`config.mk`:
```
export PLATFORM = sky130hd
export DESIGN_NAME = branch_pc_unit
export DESIGN_NICKNAME = d
export VERILOG_FILES = /design/src/rtl/branch_pc_unit.sv
export SDC_FILE = /design/constraint.sdc
export NUM_CORES = 1
export LEC_CHECK = 0
export ABC_AREA = 1
export BUFFER_PORTS_ARGS = -buffer_cell sky130_fd_sc_hd__buf_2
export CORE_ASPECT_RATIO = 1.4
export CORE_MARGIN = 2
export CORE_UTILIZATION = 30
export CTS_CLUSTER_DIAMETER = 150
export DETAILED_ROUTE_END_ITERATION = 10
export PLACE_DENSITY = 0.56
export RECOVER_POWER = 100
export SLEW_MARGIN = 15
export SYNTH_ARGS = -nofsm -noshare
export SYNTH_HDL_FRONTEND = slang
export SYNTH_SLANG_ARGS = --single-unit
```
`constraint.sdc`:
```
create_clock -name clk -period 1.5 [get_ports clk]
set_clock_uncertainty 0.05 [all_clocks]
set_input_delay 0 -clock clk [delete_from_list [all_inputs] [get_ports clk]]
set_output_delay 0 -clock clk [all_outputs]
set_load 0.005 [all_outputs]
```
`src/rtl/branch_pc_unit.sv`:
```
// Program-counter sequencer: forwards jump conditions to the tester and redirects
// fetch on taken jumps, otherwise streams sequential addresses over valid/ready.
module branch_pc_unit #(
  parameter int unsigned     PC_W     = 16,
  parameter logic [PC_W-1:0] RESET_PC = '0,
  parameter int unsigned     CNT_W    = 8
) (
  input  logic             clk,
  input  logic             rst_n,
  input  logic             br_valid,
  input  logic [3:0]       br_cond_in,
  input  logic [PC_W-1:0]  br_pc,
  input  logic [PC_W-1:0]  br_target,
  input  logic             br_rel,
  output logic [3:0]       cond,
  input  logic             br_taken,
  input  logic             stall,
  input  logic             halt_req,
  input  logic             resume,
  output logic             fetch_valid,
  input  logic             fetch_ready,
  output logic [PC_W-1:0]  fetch_pc,
  output logic             flush,
  output logic [CNT_W-1:0] taken_cnt
);

  typedef enum logic [1:0] {
    BOOT  = 2'd0,
    RUN   = 2'd1,
    FLUSH = 2'd2,
    HALT  = 2'd3
  } state_t;

  state_t           state_q, state_d;
  logic [PC_W-1:0]  pc_q, pc_d;
  logic             fv_q, fv_d;
  logic             fl_q, fl_d;
  logic [CNT_W-1:0] cnt_q, cnt_d;
  logic [PC_W-1:0]  target;
  logic             jump;

  assign cond   = br_cond_in;
  assign target = br_rel ? br_pc + br_target : br_target;
  assign jump   = br_valid & ~stall & br_taken;

  always_comb begin
    state_d = state_q;
    pc_d    = pc_q;
    fv_d    = fv_q;
    fl_d    = 1'b0;
    cnt_d   = cnt_q;
    unique case (state_q)
      BOOT: begin
        state_d = RUN;
        fv_d    = ~stall;
      end
      RUN: begin
        if (jump) begin
          // redirect wins over any handshake completing this edge
          state_d = FLUSH;
          pc_d    = target;
          fv_d    = 1'b0;
          fl_d    = 1'b1;
          if (cnt_q != {CNT_W{1'b1}}) cnt_d = cnt_q + CNT_W'(1);
        end else if (halt_req) begin
          state_d = HALT;
          fv_d    = 1'b0;
        end else if (stall) begin
          fv_d = 1'b0;
        end else begin
          fv_d = 1'b1;
          if (fv_q & fetch_ready) pc_d = pc_q + PC_W'(1);
        end
      end
      FLUSH: begin
        state_d = RUN;
        fv_d    = ~stall;
      end
      HALT: begin
        if (resume) begin
          state_d = RUN;
          fv_d    = ~stall;
        end
      end
      default: state_d = BOOT;
    endcase
  end

  always_ff @(posedge clk or negedge rst_n) begin
    if (!rst_n) begin
      state_q <= BOOT;
      pc_q    <= RESET_PC;
      fv_q    <= 1'b0;
      fl_q    <= 1'b0;
      cnt_q   <= '0;
    end else begin
      state_q <= state_d;
      pc_q    <= pc_d;
      fv_q    <= fv_d;
      fl_q    <= fl_d;
      cnt_q   <= cnt_d;
    end
  end

  assign fetch_valid = fv_q;
  assign fetch_pc    = pc_q;
  assign flush       = fl_q;
  assign taken_cnt   = cnt_q;

endmodule
```
==> run_results.csv, run 1 <==
group,metric,value,unit
clock_tree,cts_sinks,28,
placed_design,dp_hpwl,6190,um
run_status,violations,"setup timing",
floorplanning,fp.coreArea,8980,um2
final_layout,nets,603,
global_route,grt_pass1_vias,2893,
synthesis,synth_cells,437,
synthesis,synth_area_leaders,"dfrtp_1, nand2_1, inv_1",
power_and_ir_drop,leakagePower,2.01,nW
global_route,use_met3,1.54,%
synthesis,synthArstFlopShare,100,%
synthesis,synthDistinctLibCells,35,
clock_tree,root_buffer,"clkbuf_16",
synthesis,yosysTopAreaCell,"dfrtp_1",
synthesis,yosys-top-cells-count,"nand2_1, inv_1, nor2_1",
route,first_iter_violations,134,
global_route,busiest_layer,"met2",
sta,fin_ws,-0.0468,ns
clock_tree,cts_tree,"built",
sta,period_needed,1.55,ns
worst_setup_path,cp_max_fo,3,
final_layout,num_antenna_cells,0,
sta,drv_slew,0,
floorplanning,die_h,118,um
synthesis,ys_ff_latch,28,
route,route.detailed.drc,0,
global_route,grt_antenna_before_repair,0,
final_layout,area_delta_synth_final,32.5,%
clock_tree,cts_buffer_depth,2,
sta,whs,0.0270,ns
synthesis,yosys_warnings,0,
worst_setup_path,setup.worst_path.class,"flop to flop",
flow_run,cap_violations,0,
run_status,outcome,"complete, but fails checks",
power_and_ir_drop,ir_drop,0.578,mV
route,routed_wirelength,7610,um
floorplanning,fp.dieW,85.1,um
power_and_ir_drop,p_int,2.43,mW
global_route,grt_pass1_wl,12800,um
clock_tree,htree_levels,1,
worst_setup_path,crit_path_start_kind,"flop",
placed_design,placement.io_buffers,66,
route,vias,3051,
placed_design,post-place-ws,-0.167,ns
global_route,grt_max_degree,29,
worst_hold_path,holdCritPathClass,"input pin to flop",
power_and_ir_drop,clkPwrFrac,19.2,%
synthesis,syn-num-nets,500,
final_layout,drive_gt1_share,22.4,%
worst_setup_path,worstPathArrival,1.69,ns
power_and_ir_drop,switching_share,40.7,%
floorplanning,die-area,10000,um2
sta,slew-limit-headroom,52.0,%
placed_design,dp.cells,629,
synthesis,synth.most_common_cell,"nand2_1",
sta,worstMarginPinSlew,0.720,ns
global_route,overflow,0,
global_route,groute.usage.overall,15.3,%
synthesis,synthFlopType,"dfrtp_1",
synthesis,yosysSeqAreaShare,25.4,%
global_route,use_met2,29.2,%
route,final_antenna_net_count,0,
synthesis,synth.avg_cell_area,6.32,um2
global_route,use_met1,17.4,%
synthesis,syn_area,2760,um2
clock_tree,cts_buffers,3,
power_and_ir_drop,comb_power_share,49.3,%
floorplanning,io-pin-count,75,
sta,rsz0062_at_grt,"true",
synthesis,synth_edf_count,0,
route,post_drt_wl_per_cell,11.8,um
sta,setup_viol,3,
power_and_ir_drop,seq_power_share,31.5,%
clock_tree,clk_pin_slew,0.07,ns
sta,clock.fmax,646,MHz
sta,hold_violations,0,
route,dr.pass1.iters,8,
synthesis,synth_top_area_share,25.4,%
power_and_ir_drop,powerDensity,1120,nW/um2
floorplanning,placementRows,41,
clock_tree,clock_latency,0.26,ns
sta,finalCritPeriodShare,103,%
floorplanning,start_util,30.8,%
worst_setup_path,worstPathRequired,1.64,ns
sta,tns,-0.0830,ns
final_layout,final_cells,646,
worst_setup_path,cp-end-kind,"flop",
placed_design,place.gp.congestion,0.828,
power_and_ir_drop,switchingPower,1.67,mW
route,vias_per_cell,4.72,
-- power groups by stage --
stage | clock, mW | sequential, mW | combinational (mW)
after CTS | 0.817 | 1.28 | 2.03
after global placement | 0 | 1.26 | 1.95
final | 0.788 | 1.29 | 2.02
after floorplan | 0 | 1.33 | 1.03
after global routing | 0.846 | 1.33 | 2.31
after detailed placement | 0 | 1.28 | 1.97
-- placed cells by master, fill, tap and decap left out, types with 12 or more instances in the layout --
cell and count:
a21oi_1 27, buf_2 57, buf_4 30, clkbuf_1 12
dfrtp_1 27, ha_1 15, inv_1 60, nand2_1 130
nand3_1 33, nor2_1 50
-- critical path, cell delays in order (launching register included) --
cell	delay, ns
dfrtp_1	0.42
ha_4	0.17
nand3_4	0.09
buf_4	0.14
buf_6	0.11
or2_2	0.26
nand2_1	0.06
a21oi_1	0.05
a21oi_1	0.12
-- area by class of cell --
type                    count  area (um2)
flip-flops and latches     28         702
inverters                  63         239
clock inverters             1        30.0
clock buffers               3        75.1
repair buffers            110         663
well taps                 107         134
multi-input cells         334        1820
fillers                   974        5320
-- metal layers --
layer / part of all wire, % / up-vias
li1: - / 1587
met1: 42 / 1375
met2: 52 / 77
met3: 3.4 / 12
met4: 2.3 / 0
met5: 0 / -
-- worst paths after layout --
kind	startpoint	end	cells past startpoint	slack (ns)
worst max-delay path	fetch_pc[0]$_DFFE_PN0P_	fetch_pc[4]$_DFFE_PN0P_	8	-0.05
worst min-delay path	halt_req	state_q[1]$_DFFE_PN0P_	3	0.03
worst min register to register	taken_cnt[4]$_DFFE_PN0P_	taken_cnt[4]$_DFFE_PN0P_	1	0.45
worst max register to register	fetch_pc[0]$_DFFE_PN0P_	fetch_pc[4]$_DFFE_PN0P_	8	-0.05
max in group asynchronous	rst_n	fetch_pc[3]$_DFFE_PN0P_	2	0.63
min in group asynchronous	rst_n	taken_cnt[4]$_DFFE_PN0P_	2	0.27
-- stage by stage --
stage,util [%],power [mW],area (um2)
final,40.8,4.10,3660
after global routing,40.8,4.48,3660
after CTS,40.0,4.13,3590
after detailed placement,37.8,3.25,3390
after global placement,37.8,3.21,3390
after floorplan,-,2.36,2770
-- state kept, by name, summed over array words and instances, names as in the netlist --
| name | flops |
|---|---|
| fetch_pc | 16 |
| taken_cnt | 8 |
| state_q | 2 |
| fetch_valid | 1 |
| flush | 1 |
-- repair_timing --
item,CTS,global route
pin swaps,1,5
hold buffers,7,1
endpoints found under the hold margin,33,1
resized for setup,6,12
buffers inserted,0,5
endpoints found under the setup margin,5,19
-- logic make-up after synthesis --
family	synth area share, %
AND/OR/NAND/NOR	39.7
buffers and inverters	11.2
AO/OA/AOI/OAI	10.6
flip-flops	25.4
adder cells (fa/ha/maj)	8.42
XOR/XNOR	4.76
No activity file was read; power rests on OpenSTA's default activity.
==> run 2: changes to the inputs <==
--- a/config.mk
+++ b/config.mk
@@ -12,9 +12,10 @@
 export CORE_UTILIZATION = 30
 export CTS_CLUSTER_DIAMETER = 150
 export DETAILED_ROUTE_END_ITERATION = 10
+export GPL_TIMING_DRIVEN = 0
 export PLACE_DENSITY = 0.56
 export RECOVER_POWER = 100
-export SLEW_MARGIN = 15
+export SLEW_MARGIN = 20
 export SYNTH_ARGS = -nofsm -noshare
 export SYNTH_HDL_FRONTEND = slang
 export SYNTH_SLANG_ARGS = --single-unit
==> run 2 against run 1 <==
Against the previous run:
- the run still ends with setup timing left
- critical path depth up 2
- sequential cell count is the same
- register-to-register slack barely moved
- cell count shrank 2.0%
- sequential share of layout area increased by 0.49 points
- setup slack better by 0.012 ns
- sequential power rose by 7%
==> run_results.csv, run 2 (same netlist as run 1, synthesis figures left out) <==
group,metric,value,unit
route,vias_per_cell,4.76,
global_route,overflow,0,
global_route,grt_max_degree,29,
sta,clock.fmax,652,MHz
global_route,groute.usage.overall,15.6,%
global_route,grt_pass1_vias,2975,
floorplanning,start_util,30.8,%
power_and_ir_drop,power,4.11,mW
worst_hold_path,holdCritPathClass,"input pin to flop",
sta,hold_violations,0,
route,first_iter_violations,155,
sta,drv_slew,0,
floorplanning,die_h,118,um
sta,worstMarginPinSlew,0.705,ns
run_status,outcome,"complete, but fails checks",
route,route.detailed.drc,0,
route,final_antenna_net_count,0,
run_status,violations,"setup timing",
clock_tree,cts_buffers,3,
final_layout,drive_gt1_share,26.4,%
route,dr.pass1.iters,4,
placed_design,placement.io_buffers,69,
global_route,grt_pass1_wl,12900,um
power_and_ir_drop,powerDensity,1140,nW/um2
placed_design,dp_hpwl,6180,um
clock_tree,cts_sinks,28,
worst_setup_path,cp-end-kind,"flop",
final_layout,area_delta_synth_final,30.3,%
global_route,grt_antenna_before_repair,0,
power_and_ir_drop,leakagePower,1.96,nW
clock_tree,cts_buffer_depth,2,
floorplanning,placementRows,41,
placed_design,dpl-instance-area,3240,um2
sta,whs,0.0170,ns
worst_setup_path,crit_path_start_kind,"flop",
route,post_drt_wl_per_cell,12.4,um
floorplanning,die-area,10000,um2
route,vias,3014,
clock_tree,cts_tree,"built",
final_layout,num_antenna_cells,0,
floorplanning,fp.dieW,85.1,um
worst_setup_path,cp_max_fo,4,
clock_tree,clock_latency,0.27,ns
worst_setup_path,worstPathRequired,1.60,ns
clock_tree,htree_levels,1,
final_layout,nets,590,
final_layout,final_common_cell,"nand2_1",
sta,rsz0062_at_grt,"true",
sta,slew-limit-headroom,53.0,%
final_layout,fin_util,40.1,%
final_layout,largest_reg_flops,16,
flow_run,cap_violations,0,
clock_tree,clk_pin_slew,0.07,ns
worst_setup_path,setup.worst_path.class,"flop to flop",
route,routed_wirelength,7850,um
clock_tree,root_buffer,"clkbuf_16",
final_layout,stdcell_area,3600,um2
power_and_ir_drop,ir_drop,0.563,mV
sta,fin_ws,-0.0347,ns
floorplanning,fp.coreArea,8980,um2
sta,finalCritPeriodShare,102,%
floorplanning,io-pin-count,75,
worst_setup_path,worstPathArrival,1.64,ns
placed_design,place.gp.congestion,0.818,
sta,period_needed,1.53,ns
sta,setup_viol,5,
sta,tns,-0.103,ns
final_layout,layout.cells.most_common_list,"nand2_1, buf_2, inv_1",
## run 2: changes by cell type in the layout (fill, tap and decap cells not counted), sizes merged
cell         change
dlygate4sd3      -5
clkbuf           -7
buf              -1
## run 2: final timing paths
| path | start | endpoint | slack, ns | cells after the start |
|---|---|---|---|---|
| setup / recovery | fetch_pc[0]$_DFFE_PN0P_ | fetch_pc[15]$_DFFE_PN0P_ | -0.03 | 10 |
| min in group asynchronous | rst_n | taken_cnt[4]$_DFFE_PN0P_ | 0.26 | 2 |
| setup reg to reg | fetch_pc[0]$_DFFE_PN0P_ | fetch_pc[15]$_DFFE_PN0P_ | -0.03 | 10 |
| hold / removal | halt_req | state_q[1]$_DFFE_PN0P_ | 0.02 | 3 |
| max in group asynchronous | rst_n | fetch_pc[4]$_DFFE_PN0P_ | 0.65 | 2 |
| hold reg to reg | taken_cnt[4]$_DFFE_PN0P_ | taken_cnt[4]$_DFFE_PN0P_ | 0.45 | 1 |
## run 2: cell type report
cell class / instances / area [um2]
clock buffers: 3 / 75.1
well taps: 107 / 134
inverters: 63 / 241
multi-input cells: 334 / 1870
fillers: 947 / 5380
plain buffers: 12 / 73.8
repair buffers: 85 / 473
clock inverters: 1 / 30.0
flip-flops and latches: 28 / 708
## run 2: what timing repair did
item,4_1_cts,5_1_grt
buffers inserted,10,3
hold buffers,3,0
pin swaps,6,11
resized for setup,6,28
gates cloned,0,0
endpoints found under the hold margin,29,0
setup endpoints to repair,15,16
## run 2: where the power goes
part	leakage, nW	total [mW]	switching (mW)	internal [mW]
registers	0.325	1.38	0.358	1.02
logic	1.58	1.93	1.10	0.836
clock network	0.0511	0.798	0.266	0.532
## run 2: routing by layer
metal	global-route usage, %	wire length (um)	vias to the layer above
met5	0	0	-
met4	5.26	179	0
met3	1.26	255	14
met2	30.6	4280	65
met1	16.9	3140	1370
li1	-	-	1565
## run 2: stage by stage
step | setup slack [ns] | std cells
2_1_floorplan | 0.00161 | 437
5_1_grt | -0.159 | 633
3_3_place_gp | -0.232 | 613
4_1_cts | -0.0365 | 630
6_report | -0.0347 | 633
3_5_place_dp | -0.237 | 613
## run 2: worst max-delay path, stage by stage, from the launching register on
cell,delay [ns]
dfrtp_1,0.43
buf_4,0.18
nand3_4,0.10
inv_2,0.10
nand2_1,0.10
inv_1,0.08
nand3_1,0.06
nand2_1,0.06
nand2_1,0.04
a21oi_1,0.12
a21oi_1,0.08
